--- src/rtl/mem_arb_pkg.sv ---
// Shared types and constants for the IFU/LSU memory-port arbiter.
package mem_arb_pkg;

   // Arbiter sequencing states.
   typedef enum logic [1:0] {
      IDLE  = 2'd0,
      ISSUE = 2'd1,
      WAIT  = 2'd2,
      RESP  = 2'd3
   } arbState_e;

   // Master identifiers; IFU encodes as 0 so cleared registers point at the IFU.
   typedef enum logic {
      MST_IFU = 1'b0,
      MST_LSU = 1'b1
   } mstId_e;

   localparam int unsigned WordW          = 64;
   localparam int unsigned InstW          = 32;
   localparam logic [2:0]  WordOffsetMask = 3'b111;

endpackage

--- src/rtl/mem_arb_rr2.sv ---
// Two-requester round-robin grant: on a tie the master that did not win last time wins.
module mem_arb_rr2
   import mem_arb_pkg::*;
(
   input  logic ifuValid,
   input  logic lsuValid,
   input  logic lastGrant,
   input  logic en,
   output logic gntIfu,
   output logic gntLsu
);

   // One-hot grant, forced idle when arbitration is disabled.
   always_comb begin
      gntIfu = 1'b0;
      gntLsu = 1'b0;
      if (en) begin
         if (ifuValid && lsuValid) begin
            if (lastGrant == MST_LSU) begin
               gntIfu = 1'b1;
            end else begin
               gntLsu = 1'b1;
            end
         end else begin
            gntIfu = ifuValid;
            gntLsu = lsuValid;
         end
      end
   end

endmodule

--- src/rtl/mem_port_arbiter.sv ---
// Shares one single-ported 64-bit memory between the IFU and the LSU, one transaction at a time.
// Optional macro MEM_ARB_ALIGN_CHECK_EN: IFU requests with addr[1:0] != 0 are answered at once
// with misalign_err instead of touching memory.
module mem_port_arbiter
   import mem_arb_pkg::*;
#(
   parameter int unsigned ADDR_W  = 64,
   parameter int unsigned DATA_W  = 64,
   parameter int unsigned MEM_LAT = 1
) (
   input  logic              clk,
   input  logic              rst_n,
   input  logic              ifu_req_valid,
   output logic              ifu_req_ready,
   input  logic [ADDR_W-1:0] ifu_addr,
   output logic              ifu_resp_valid,
   output logic [InstW-1:0]  ifu_inst,
   input  logic              lsu_req_valid,
   output logic              lsu_req_ready,
   input  logic [ADDR_W-1:0] lsu_addr,
   input  logic              lsu_wen,
   input  logic [DATA_W-1:0] lsu_wdata,
   input  logic [7:0]        lsu_wmask,
   output logic              lsu_resp_valid,
   output logic [DATA_W-1:0] lsu_rdata,
   output logic              mem_en,
   output logic              mem_wen,
   output logic [ADDR_W-1:0] mem_addr,
   output logic [DATA_W-1:0] mem_wdata,
   output logic [7:0]        mem_wmask,
   input  logic [DATA_W-1:0] mem_rdata,
   output logic              misalign_err
);

   localparam int unsigned     CntW    = $clog2(MEM_LAT + 1);
   localparam logic [CntW-1:0] CntLast = CntW'(MEM_LAT - 1);

   arbState_e         stateQ, stateD;
   logic [CntW-1:0]   cntQ, cntD;
   mstId_e            lastGrantQ, mstQ;
   logic [ADDR_W-1:0] addrQ;
   logic              wenQ;
   logic [DATA_W-1:0] wdataQ;
   logic [7:0]        wmaskQ;
   logic [WordW-1:0]  rdataQ;
   logic              gntIfu, gntLsu, accept, reqMisalign, lastWait, respActive;
   logic              misalignQ;
   logic [InstW-1:0]  instSel;

   // Ready is also held low while reset is asserted.
   mem_arb_rr2 uRr2 (
      .ifuValid  (ifu_req_valid),
      .lsuValid  (lsu_req_valid),
      .lastGrant (lastGrantQ),
      .en        ((stateQ == IDLE) && rst_n),
      .gntIfu    (gntIfu),
      .gntLsu    (gntLsu)
   );

   assign accept   = gntIfu | gntLsu;
   assign lastWait = (stateQ == WAIT) && (cntQ == CntLast);

`ifdef MEM_ARB_ALIGN_CHECK_EN
   assign reqMisalign = gntIfu && (ifu_addr[1:0] != 2'b00);
`else
   assign reqMisalign = 1'b0;
`endif

   // Next-state and latency counter.
   always_comb begin
      stateD = stateQ;
      cntD   = cntQ;
      unique case (stateQ)
         IDLE: begin
            if (accept) stateD = reqMisalign ? RESP : ISSUE;
         end
         ISSUE: begin
            stateD = WAIT;
            cntD   = '0;
         end
         WAIT: begin
            if (cntQ == CntLast) stateD = RESP;
            else                 cntD   = cntQ + CntW'(1);
         end
         RESP: begin
            stateD = IDLE;
         end
         default: stateD = IDLE;
      endcase
   end

   // State register.
   always_ff @(posedge clk or negedge rst_n) begin
      if (!rst_n) begin
         stateQ <= IDLE;
         cntQ   <= '0;
      end else begin
         stateQ <= stateD;
         cntQ   <= cntD;
      end
   end

   // Request latch on handshake and read-data capture in the last WAIT cycle.
   always_ff @(posedge clk or negedge rst_n) begin
      if (!rst_n) begin
         lastGrantQ <= MST_LSU;
         mstQ       <= MST_IFU;
         addrQ      <= '0;
         wenQ       <= 1'b0;
         wdataQ     <= '0;
         wmaskQ     <= '0;
         misalignQ  <= 1'b0;
         rdataQ     <= '0;
      end else begin
         if (accept) begin
            lastGrantQ <= gntIfu ? MST_IFU : MST_LSU;
            mstQ       <= gntIfu ? MST_IFU : MST_LSU;
            addrQ      <= gntIfu ? ifu_addr : lsu_addr;
            wenQ       <= gntLsu && lsu_wen;
            wdataQ     <= lsu_wdata;
            wmaskQ     <= lsu_wmask;
            misalignQ  <= reqMisalign;
         end
         if (lastWait) rdataQ <= mem_rdata;
      end
   end

   assign ifu_req_ready = gntIfu;
   assign lsu_req_ready = gntLsu;

   assign mem_en    = (stateQ == ISSUE);
   assign mem_wen   = mem_en && wenQ;
   assign mem_addr  = addrQ & ~ADDR_W'(WordOffsetMask);
   assign mem_wdata = wdataQ;
   assign mem_wmask = wmaskQ;

   assign respActive     = (stateQ == RESP);
   assign ifu_resp_valid = respActive && (mstQ == MST_IFU);
   assign lsu_resp_valid = respActive && (mstQ == MST_LSU);

   assign instSel   = addrQ[2] ? rdataQ[WordW-1:InstW] : rdataQ[InstW-1:0];
   assign ifu_inst  = (ifu_resp_valid && !misalignQ) ? instSel : '0;
   assign lsu_rdata = (lsu_resp_valid && !wenQ) ? rdataQ : '0;

`ifdef MEM_ARB_ALIGN_CHECK_EN
   assign misalign_err = ifu_resp_valid && misalignQ;
`else
   assign misalign_err = 1'b0;
`endif

endmodule

--- config.mk ---
export PLATFORM = sky130hd
export DESIGN_NAME = mem_port_arbiter
export DESIGN_NICKNAME = d
export VERILOG_FILES = /design/src/rtl/mem_arb_pkg.sv /design/src/rtl/mem_arb_rr2.sv /design/src/rtl/mem_port_arbiter.sv
export SDC_FILE = /design/constraint.sdc
export NUM_CORES = 1
export LEC_CHECK = 0
export CAP_MARGIN = 10
export CORE_AREA = 2 2 200 202
export CTS_CLUSTER_SIZE = 14
export DETAILED_ROUTE_END_ITERATION = 6
export DIE_AREA = 0 0 202 204
export GPL_ROUTABILITY_DRIVEN = 0
export PLACE_DENSITY = 0.64
export RECOVER_POWER = 50
export SYNTH_ARGS = -nofsm -noshare
export SYNTH_HDL_FRONTEND = slang
export SYNTH_SLANG_ARGS = --single-unit
--- constraint.sdc ---
create_clock -name clk -period 3.8 [get_ports clk]
set_input_delay 0.76 -clock clk [delete_from_list [all_inputs] [get_ports clk]]
set_output_delay 0.76 -clock clk [all_outputs]
set_load 0.05 [all_outputs]
==> run metrics, run 1 <==
result of the run=complete, but fails checks; violations in the final reports=max-capacitance violations, max-slew violations; starting utilization of the core area=0.2539; CP max stage delay=0.82 ns; CP Max Fanout=64; DIE HEIGHT=204 microns; Crit Path Category=reg -> out; most utilized layer in the global route result=met2; leading post-synthesis cells by cell area=sky130_fd_sc_hd__dfrtp_1, sky130_fd_sc_hd__nand2_1, sky130_fd_sc_hd__and2_1; biggest area consumer among synthesized cells=sky130_fd_sc_hd__dfrtp_1; Clock Skew=0.009207 ns; flip-flop and latch count after synthesis=203; Syn Inst Count=962; buffers plus inverters on the worst setup path=2; remaining routing DRC violations=0; FP Rows=73; detailed-route wire length=between 30 and 40 mm; WL per Instance=17.71 microns; routed via count divided by cell count=4.466; depth of the CTS H-tree=1; worst slew pin tran=2.026 ns; area of the die=0.04121 sq mm; data required time of the critical path=3.04 ns; number of placed cells counting well taps=around 1.9k; post-synth top area share=0.5081; Syn Std Cell Area=0.009948 sq mm; number of placed I/O pins=508; area overhead of the layout relative to synthesis=58.67%; final HPWL from detailed placement=~24 mm; reg-to-reg critical path startpoint=stateQ[0]; setup slack of the most critical reg-to-reg path=0.75 ns; power consumption=14.55 mW; worst-case vdd ir drop=0.0004775 V; final design instance area without fill=about 0.016 sq mm; WHS=0.1331 ns; cell-by-cell listing of the critical path=ha_1 > and2_1 > nor2b_4 > buf_6 > and2_1 > clkdlybuf4s50_1; met1 usage in global routing=0.1950; ratio of cells with drive above 1 in the final layout=0.08966; worst setup path startpoint=stateQ[1]; most common cell after layout, fill and taps aside=sky130_fd_sc_hd__clkdlybuf4s50_1; cts bufs inserted=24; global-route total usage across every layer=0.1581; met2 track demand over resource in global routing=0.2650; quantity of hold-fixing buffers added after cts=0; RSZ-0062 raised after global routing=no; root buffer cell=sky130_fd_sc_hd__clkbuf_16; max frequency=0.2852 GHz; number of global-route vias before repair=8723; net total in the final layout=1640; die boundary width=202 microns; router iterations before antenna repair=5; Max Root-Sink Buffers=3; post-layout instance count excluding filler cells=1910; arrival time at the worst endpoint=2.75 ns; CTS tree=done; count of vias placed by the detailed router=8531; Clk pin slew, worst setup/hold paths=0.06 ns; placement-stage cell area=between 0.01 and 0.015 sq mm; areal power density over the cells=approximately 920 mW/mm^2; number of library cell types mapped by synthesis=29; insertion delay to the later sink of the worst-skew pair=about 0.52 ns; number of max-cap violations=4; met3 Track Usage GR=0.04034; Crit-path slowest cell=sky130_fd_sc_hd__clkdlybuf4s50_1; Worst setup SP type=flip-flop; Clock Sinks=203; yosys warns=0; part of the Yosys area used for sequential elements=0.5108; # port buffers=499; critical path endpoint category=output pin; Final Critical Period=3.506 ns; gate family responsible for the most delay along the worst path=buffers and inverters; mean instance size in the synthesized netlist=10.34 sq um; total congestion overflow=0; commonest cells after routing, fill and taps aside=sky130_fd_sc_hd__clkdlybuf4s50_1, sky130_fd_sc_hd__nand2_1, sky130_fd_sc_hd__dfrtp_1, sky130_fd_sc_hd__and2_1, sky130_fd_sc_hd__mux2_2; total negative setup slack=0 ns; number of cells on the worst reg-to-reg path=5; core outline area=0.03918 sq mm; Fin. Hold Viols=0; pin count of the biggest net entering global routing=127; period utilisation layout=0.9226; Leak Pwr=~6.7 nW; count of final setup violators=0; initial antenna violation count=3; Top cell by count, worst path=sky130_fd_sc_hd__and2_1; type of the worst min-delay path=in -> async; drt initial violations=335; end of the worst register-to-register path=mem_wdata[8]; normalized max-slew margin=-0.3509; Slew Viols, Final=265; post-route antenna net violation count=0; global-route wire length before repair=51.47 mm
==> layer usage <==
layer  part of all wire  wire length [microns]
met1               0.41                  13860
met2               0.48                  16210
met3              0.076                   2568
met4              0.035                   1180
met5            0.00038                     13
==> where the power goes <==
part	internal (mW)	switching (mW)	total, mW
logic	3.04	5.11	8.15
registers	3.24	0.731	3.97
clock network	1.51	0.916	2.43
==> worst reg2reg max path: stages, from the launching register on <==
cell and delay [ns]:
sky130_fd_sc_hd__dfrtp_1 0.40, sky130_fd_sc_hd__inv_1 0.11, sky130_fd_sc_hd__ha_1 0.38, sky130_fd_sc_hd__o211a_2 1.54, sky130_fd_sc_hd__nand2_1 0.40, sky130_fd_sc_hd__nand2_1 0.16
==> registers in the layout (all words and copies together), names as in the netlist <==
register and flops:
addrQ 62, lastGrantQ 1, mem_wdata 64, mem_wmask 8
mstQ 1, rdataQ 64, stateQ 2, wenQ 1
==> cells by family (layout without fill, tap and decap cells) <==
logic type / Yosys count / count (layout) / synth area share
AND/OR/NAND/NOR: 446 / 446 / 0.2256
flip-flops: 203 / 203 / 0.5108
buffers and inverters: 141 / 559 / 0.08401
multiplexers: 97 / 97 / 0.1058
AO/OA/AOI/OAI: 70 / 70 / 0.06842
adder cells (fa/ha/maj): 4 / 4 / 0.005031
other: 1 / 6 / 0.0003769
==> area by class of cell <==
type                    instances  area, sq um
clock buffers                  35        723.2
well taps                     525        656.9
inverters                       4        15.01
diodes                          2        5.005
repair buffers                513         5135
clock inverters                 7        110.1
fillers                      3779        23400
multi-input cells             621         4058
flip-flops and latches        203         5082
==> metrics by stage <==
stage	utilization	worst slack (ns)
after global routing	0.4028	0.1158
after detailed placement	0.3824	0.7112
after floorplan	-	1.007
after CTS	0.4037	0.1591
after global placement	0.3824	0.7136
final	0.4028	0.2941
==> how the worst max path moves through the flow <==
stage / depth (start not counted) / endpoint
6_report: 6 / lsu_rdata[7]
3_3_place_gp: 6 / ifu_req_ready
5_1_grt: 6 / lsu_rdata[42]
2_1_floorplan: 6 / lsu_rdata[0]
3_5_place_dp: 6 / lsu_rdata[39]
4_1_cts: 6 / lsu_rdata[39]
==> synthesized netlist by cell type <==
| master | number |
|---|---|
| sky130_fd_sc_hd__nand2_1 | 217 |
| sky130_fd_sc_hd__dfrtp_1 | 202 |
| sky130_fd_sc_hd__and2_1 | 128 |
| sky130_fd_sc_hd__buf_4 | 66 |
| sky130_fd_sc_hd__mux2_2 | 65 |
| sky130_fd_sc_hd__a221o_1 | 62 |
| sky130_fd_sc_hd__nor3b_1 | 62 |
| sky130_fd_sc_hd__clkbuf_1 | 48 |
| sky130_fd_sc_hd__nor2_1 | 33 |
| sky130_fd_sc_hd__mux2i_1 | 32 |
| sky130_fd_sc_hd__buf_2 | 11 |
| sky130_fd_sc_hd__buf_1 | 6 |
| sky130_fd_sc_hd__buf_6 | 6 |
| sky130_fd_sc_hd__ha_1 | 4 |
| sky130_fd_sc_hd__inv_1 | 4 |
| sky130_fd_sc_hd__a31oi_1 | 2 |
| sky130_fd_sc_hd__nor2b_1 | 2 |
| sky130_fd_sc_hd__a21oi_1 | 1 |
| sky130_fd_sc_hd__a22o_1 | 1 |
| sky130_fd_sc_hd__a41oi_1 | 1 |
| sky130_fd_sc_hd__conb_1 | 1 |
| sky130_fd_sc_hd__dfstp_2 | 1 |
| sky130_fd_sc_hd__nand2b_1 | 1 |
| sky130_fd_sc_hd__nand3_1 | 1 |
| sky130_fd_sc_hd__nand3_2 | 1 |
| sky130_fd_sc_hd__o211a_1 | 1 |
| sky130_fd_sc_hd__o211ai_1 | 1 |
| sky130_fd_sc_hd__o21a_1 | 1 |
| sky130_fd_sc_hd__or2_1 | 1 |
==> timing repair <==
action | 4_1_cts | 5_1_grt
hold endpoints to repair | 0 | 0
endpoints found under the setup margin | 0 | 5
setup buffers | 0 | 0
gates resized for setup | 0 | 1
No activity file was read; power rests on OpenSTA's default activity.
==> run 2, diff against run 1 <==
Settings changed: SETUP_SLACK_MARGIN set to 0.5.
==> run 2 against run 1 <==
The flow still finishes with violations (max-capacitance violations, max-slew violations). Cell count did not move. Cell area is 1.7% lower. First-iteration DRC count shrank 7.2%. Maximum frequency rose by 12%. Total power down 0.86%. Via count is 0.15% lower. Count of clock-buffer cells in the layout did not move. Global-route usage is essentially flat. Non-clock buffer count unchanged.
==> run metrics, run 2 (same netlist as run 1, synthesis figures left out) <==
starting utilization of the core area=0.2539 (unchanged); commonest cells after routing, fill and taps aside=sky130_fd_sc_hd__clkdlybuf4s50_1, sky130_fd_sc_hd__nand2_1, sky130_fd_sc_hd__dfrtp_1, sky130_fd_sc_hd__and2_1; routed via count divided by cell count=4.460 (-0.15%); worst-case setup margin in the final layout=0.6616 ns (+0.3675 ns); router iterations before antenna repair=5 (unchanged); data required time of the critical path=3.04 ns (about the same); number of placed cells counting well taps=1866 (unchanged); FP Rows=73 (unchanged); WHS=0.1331 ns (+0.000009000 ns); final HPWL from detailed placement=24.14 mm (unchanged); # port buffers=499 (unchanged); Fin. Hold Viols=0 (unchanged); pre-CTS setup slack=0.7112 ns (unchanged); violations in the final reports=max-capacitance violations, max-slew violations; root buffer cell=sky130_fd_sc_hd__clkbuf_16; area of the die=0.04121 sq mm (unchanged); period utilisation layout=0.8259 (-0.09670); arrival time at the worst endpoint=2.38 ns (-0.37 ns); # Post-CTS Setup Buffers=0 (unchanged); max frequency=0.3186 GHz (+12%); net total in the final layout=1640 (unchanged); total congestion overflow=0 (unchanged); Worst setup SP type=primary input; number of max-cap violations=4 (unchanged); Clock Sinks=203 (unchanged); post-layout instance count excluding filler cells=1910 (unchanged); areal power density over the cells=930.0 mW/mm^2 (+0.87%); Clk pin slew, worst setup/hold paths=0.06 ns (about the same); Max Root-Sink Buffers=3 (unchanged); Crit Path Category=in -> out; met3 Track Usage GR=0.03986 (-0.0004783); Final Critical Period=3.138 ns (-0.3675 ns); RSZ-0062 raised after global routing=no; worst-case vdd ir drop=0.0004755 V (-0.43%); most utilized layer in the global route result=met2; count of vias placed by the detailed router=8518 (-0.15%); number of global-route vias before repair=8738 (+0.17%); Slew Viols, Final=265 (unchanged); ratio of cells with drive above 1 in the final layout=0.1352 (+0.04555); quantity of hold-fixing buffers added after cts=0 (unchanged); die boundary width=202 microns (unchanged); insertion delay to the later sink of the worst-skew pair=0.52 ns (about the same); CTS tree=done; met1 usage in global routing=0.1954 (+0.0004024); initial antenna violation count=3 (unchanged); detailed-route wire length=34.09 mm (+0.78%); post-route antenna net violation count=0 (unchanged); result of the run=complete, but fails checks; count of final setup violators=0 (unchanged); type of the worst min-delay path=in -> async; Clock Skew=0.007274 ns (-0.001933 ns); core outline area=0.03918 sq mm (unchanged); WL per Instance=17.85 microns (+0.78%); remaining routing DRC violations=0 (unchanged); Leak Pwr=7.119 nW (+6.8%); area overhead of the layout relative to synthesis=55.96%; DIE HEIGHT=204 microns (unchanged); number of placed I/O pins=508 (unchanged); met2 track demand over resource in global routing=0.2679 (+0.002946); worst slew pin tran=2.048 ns (+0.02187 ns); global-route wire length before repair=51.58 mm (+0.21%); cts bufs inserted=24 (unchanged); CP Max Fanout=37 (-42%); setup slack of the most critical reg-to-reg path=0.85 ns (+0.10 ns); normalized max-slew margin=-0.3655 (-0.01458); pin count of the biggest net entering global routing=127 (unchanged); critical path endpoint category=output pin; depth of the CTS H-tree=1 (unchanged); total negative setup slack=0 ns (unchanged); global-route total usage across every layer=0.1582 (about the same); drt initial violations=311 (-7.2%); most common cell after layout, fill and taps aside=sky130_fd_sc_hd__clkdlybuf4s50_1
[run 2: cell types whose count changed in the layout (fill, tap and decap cells not counted), sizes merged]
| cell | before | now |
|---|---|---|
| dlygate4sd2 | 0 | 10 |
| clkdlybuf4s15 | 0 | 2 |
| clkdlybuf4s50 | 488 | 401 |
| dlymetal6s2s | 0 | 20 |
| dlygate4sd3 | 8 | 1 |
| clkbuf | 41 | 103 |
[run 2: metal layers]
layer | routed length [microns] | vias to the layer above
met3 | 2657 | 53
met5 | 13 | -
li1 | - | 3957
met4 | 1017 | 2
met1 | 13920 | 4137
met2 | 16480 | 369
[run 2: cell type report]
cell class | instances | area (sq um)
diodes | 2 | 5.005
clock buffers | 35 | 723.2
clock inverters | 7 | 110.1
fillers | 3818 | 23670
inverters | 4 | 15.01
multi-input cells | 621 | 4060
flip-flops and latches | 203 | 5082
well taps | 525 | 656.9
repair buffers | 513 | 4862
[run 2: per-stage QoR]
step | total power [mW] | cell area, sq um | util
finish | 14.43 | 15510 | 0.3960
global route | 15.16 | 15510 | 0.3959
CTS | 14.63 | 15730 | 0.4014
detailed placement | 12.22 | 14980 | 0.3824
global placement | 12.11 | 14980 | 0.3824
floorplan | 9.735 | 9960 | -
[run 2: worst paths after layout]
kind | startpoint | end | cells after the start
min | rst_n | rdataQ[56] | 1
max | ifu_req_valid | ifu_req_ready | 6
max reg2reg | stateQ[0] | mem_wdata[8] | 5
min reg2reg | mem_wdata[29] | mem_wdata[29] | 2
min in group clk | mem_wdata[29] | mem_wdata[29] | 2
max in group asynchronous | rst_n | addrQ[40] | 2
[run 2: power breakdown]
part | internal [mW] | total [mW] | leakage (nW) | switching [mW]
Combinational | 2.91 | 8.03 | 4.25 | 5.12
Sequential | 3.24 | 3.97 | 2.46 | 0.731
Clock | 1.51 | 2.43 | 0.414 | 0.915
[run 2: critical path, stage by stage]
cell and delay, ns:
sky130_fd_sc_hd__dlygate4sd3_1 0.65, sky130_fd_sc_hd__nand3_2 0.10, sky130_fd_sc_hd__or2_2 0.30, sky130_fd_sc_hd__buf_4 0.26, sky130_fd_sc_hd__inv_1 0.15, sky130_fd_sc_hd__buf_12 0.14
[run 2: timing repair]
| action | in CTS | in global routing |
|---|---|---|
| setup endpoints to repair | 74 | 85 |
| gates resized for setup | 75 | 147 |
| gates cloned | 0 | 0 |
==> run 3, diff against run 2 <==
Settings changed: CORE_AREA 2 2 200 202 to 2 2 199 201, DIE_AREA 0 0 202 204 to 0 0 201 203, PLACE_DENSITY 0.64 to 0.66.
Clock period 3.8 ns to 2.6 ns, I/O delays scaled along.
==> run 3 against run 2 <==
The run now ends clean. Count of clock-buffer cells in the layout up 1. Sequential power increased by 45%. Clock power increased by 44%. Cell area is 13% higher. Hold slack better by 0.33 ns. Setup slack got worse by 0.63 ns. Largest cell class is now buffers. Highest routed layer is now met4.
==> run metrics, run 3 (same netlist as run 1, synthesis figures left out) <==
areal power density over the cells=1292 mW/mm^2 (+39%); amount of wire on met3 after detailed routing=2.953 mm (+11%); normalized max-slew margin=0.2333 (+0.5988); area taken by flip-flops and latches=0.005085 sq mm (about the same); FP Rows=72 (-1.4%); number of placed I/O pins=508 (unchanged); power consumption=22.62 mW (+57%); net total in the final layout=1685 (+2.7%); remaining routing DRC violations=0 (unchanged); Fin. Hold Viols=0 (unchanged); core outline area=0.03847 sq mm (-1.8%); number of max-cap violations=0 (-4); CP Max Fanout=8 (-78%); drt initial violations=330 (+6.1%); core utilization of the finished layout=0.4551 (+0.05916); WHS=0.4666 ns (+0.3334 ns); routed via count divided by cell count=4.516 (+1.3%); global-route wire length before repair=55.92 mm (+8.4%); Max Root-Sink Buffers=3 (unchanged); RSZ-0062 raised after global routing=yes; area used by multi-input combinational logic=0.004529 sq mm (+12%); final HPWL from detailed placement=25.14 mm (+4.1%); setup slack of the most critical reg-to-reg path=0.17 ns (-0.68 ns); detailed-route wire length=37.84 mm (+11%); depth of the CTS H-tree=1 (unchanged); worst-case setup margin in the final layout=0.03102 ns (-0.6305 ns); Clock Sinks=203 (unchanged); met1 wire length=14.79 mm (+6.2%); commonest cells after routing, fill and taps aside=sky130_fd_sc_hd__clkdlybuf4s50_1, sky130_fd_sc_hd__nand2_1, sky130_fd_sc_hd__dfrtp_1, sky130_fd_sc_hd__dlygate4sd2_1, sky130_fd_sc_hd__buf_12; Worst setup SP type=flip-flop; initial antenna violation count=1 (-2); worst slew pin tran=1.150 ns (-0.8982 ns); ratio of cells with drive above 1 in the final layout=0.2614 (+0.1261); DIE HEIGHT=203 microns (-0.49%); Leak Pwr=7.842 nW (+10%); CTS tree=done; type of the worst min-delay path=in -> async; total congestion overflow=0 (unchanged); worst-case vdd ir drop=0.0006365 V (+34%); data required time of the critical path=2.08 ns (-0.96 ns); Top Layer Used=met4; Final Critical Period=2.569 ns; starting utilization of the core area=0.2586 (+0.004732); router iterations before antenna repair=4 (-1); arrival time at the worst endpoint=2.05 ns (-0.33 ns); Crit Path Category=reg -> out; max frequency=0.3893 GHz; root buffer cell=sky130_fd_sc_hd__clkbuf_16; die boundary width=201 microns (-0.50%); Clk pin slew, worst setup/hold paths=0.06 ns (about the same); post-route antenna net violation count=0 (unchanged); cts bufs inserted=25 (+4.2%); most common cell after layout, fill and taps aside=sky130_fd_sc_hd__clkdlybuf4s50_1; Slew Viols, Final=0 (-100%); # port buffers=499 (unchanged); number of global-route vias before repair=9212 (+5.4%); Clock Skew=0.01555 ns (+0.008280 ns); count of vias placed by the detailed router=8807 (+3.4%); pre-CTS setup slack=0.07507 ns (-0.6362 ns); area overhead of the layout relative to synthesis=75.98%; count of final setup violators=0 (unchanged); number of fillers in the final layout=3594 (-5.9%); insertion delay to the later sink of the worst-skew pair=0.54 ns (+0.02 ns); area of the die=0.04080 sq mm (-0.98%); result of the run=completed; met2 wire len=18.95 mm (+15%); WL per Instance=19.40 microns (+8.7%); global-route total usage across every layer=0.1768 (+0.01853); period utilisation layout=0.9881; critical path endpoint category=output pin; pin count of the biggest net entering global routing=127 (unchanged)
==> run 3: cell type report <==
| class | instances | share of cell area |
|---|---|---|
| inverter | 4 | 0.001358 |
| tap | 518 | 0.03702 |
| multi-input combinational | 621 | 0.2587 |
| sequential | 203 | 0.2905 |
| clock inverter | 10 | 0.006289 |
| antenna | 1 | 0.0001429 |
| clock buffer | 36 | 0.04095 |
| timing repair buffer | 557 | 0.3651 |
==> run 3: worst paths after layout <==
kind	start	cells past startpoint	end
setup / recovery	stateQ[0]	7	lsu_rdata[36]
hold / removal	rst_n	2	addrQ[42]
setup reg to reg	stateQ[1]	5	rdataQ[45]
hold reg to reg	mem_wdata[19]	2	mem_wdata[19]
max in group asynchronous	rst_n	3	mem_wdata[3]
min in group clk	mem_wdata[19]	2	mem_wdata[19]
==> run 3: worst max-delay path, cell delays in order (launching register included) <==
cell                        delay (ns)
sky130_fd_sc_hd__dfrtp_1          0.37
sky130_fd_sc_hd__ha_2             0.19
sky130_fd_sc_hd__and2_4           0.14
sky130_fd_sc_hd__nor2b_4          0.18
sky130_fd_sc_hd__buf_8            0.18
sky130_fd_sc_hd__clkbuf_16        0.17
sky130_fd_sc_hd__and2_4           0.15
sky130_fd_sc_hd__buf_12           0.13
==> run 3: through the flow <==
stage	cells	TNS (ns)	instance area (sq um)
detailed placement	1874	0	15840
global route	1949	-0.7116	17500
floorplan	965	0	10110
finish	1950	0	17510
CTS	1944	0	17360
global placement	1874	0	15840
==> run 3: routing by layer <==
| layer | GRT usage | vias up |
|---|---|---|
| li1 | - | 4059 |
| met1 | 0.2040 | 4309 |
| met2 | 0.3157 | 373 |
| met3 | 0.04960 | 66 |
| met4 | 0.05661 | 0 |
| met5 | 0 | - |
==> run 3: what timing repair did <==
| item | in CTS | in global routing |
|---|---|---|
| pin swaps | 32 | 26 |
| hold buffers | 1 | 0 |
| buffers inserted | 14 | 2 |
| hold endpoints to repair | 1 | 0 |
| setup endpoints to repair | 336 | 189 |
| gates cloned | 9 | 3 |
| gates resized for setup | 296 | 33 |
==> run 3: power by group <==
part           total, mW  internal, mW  switching (mW)
clock               3.51          2.12            1.39
sequential          5.76          4.74            1.01
combinational       13.3          5.05            8.30
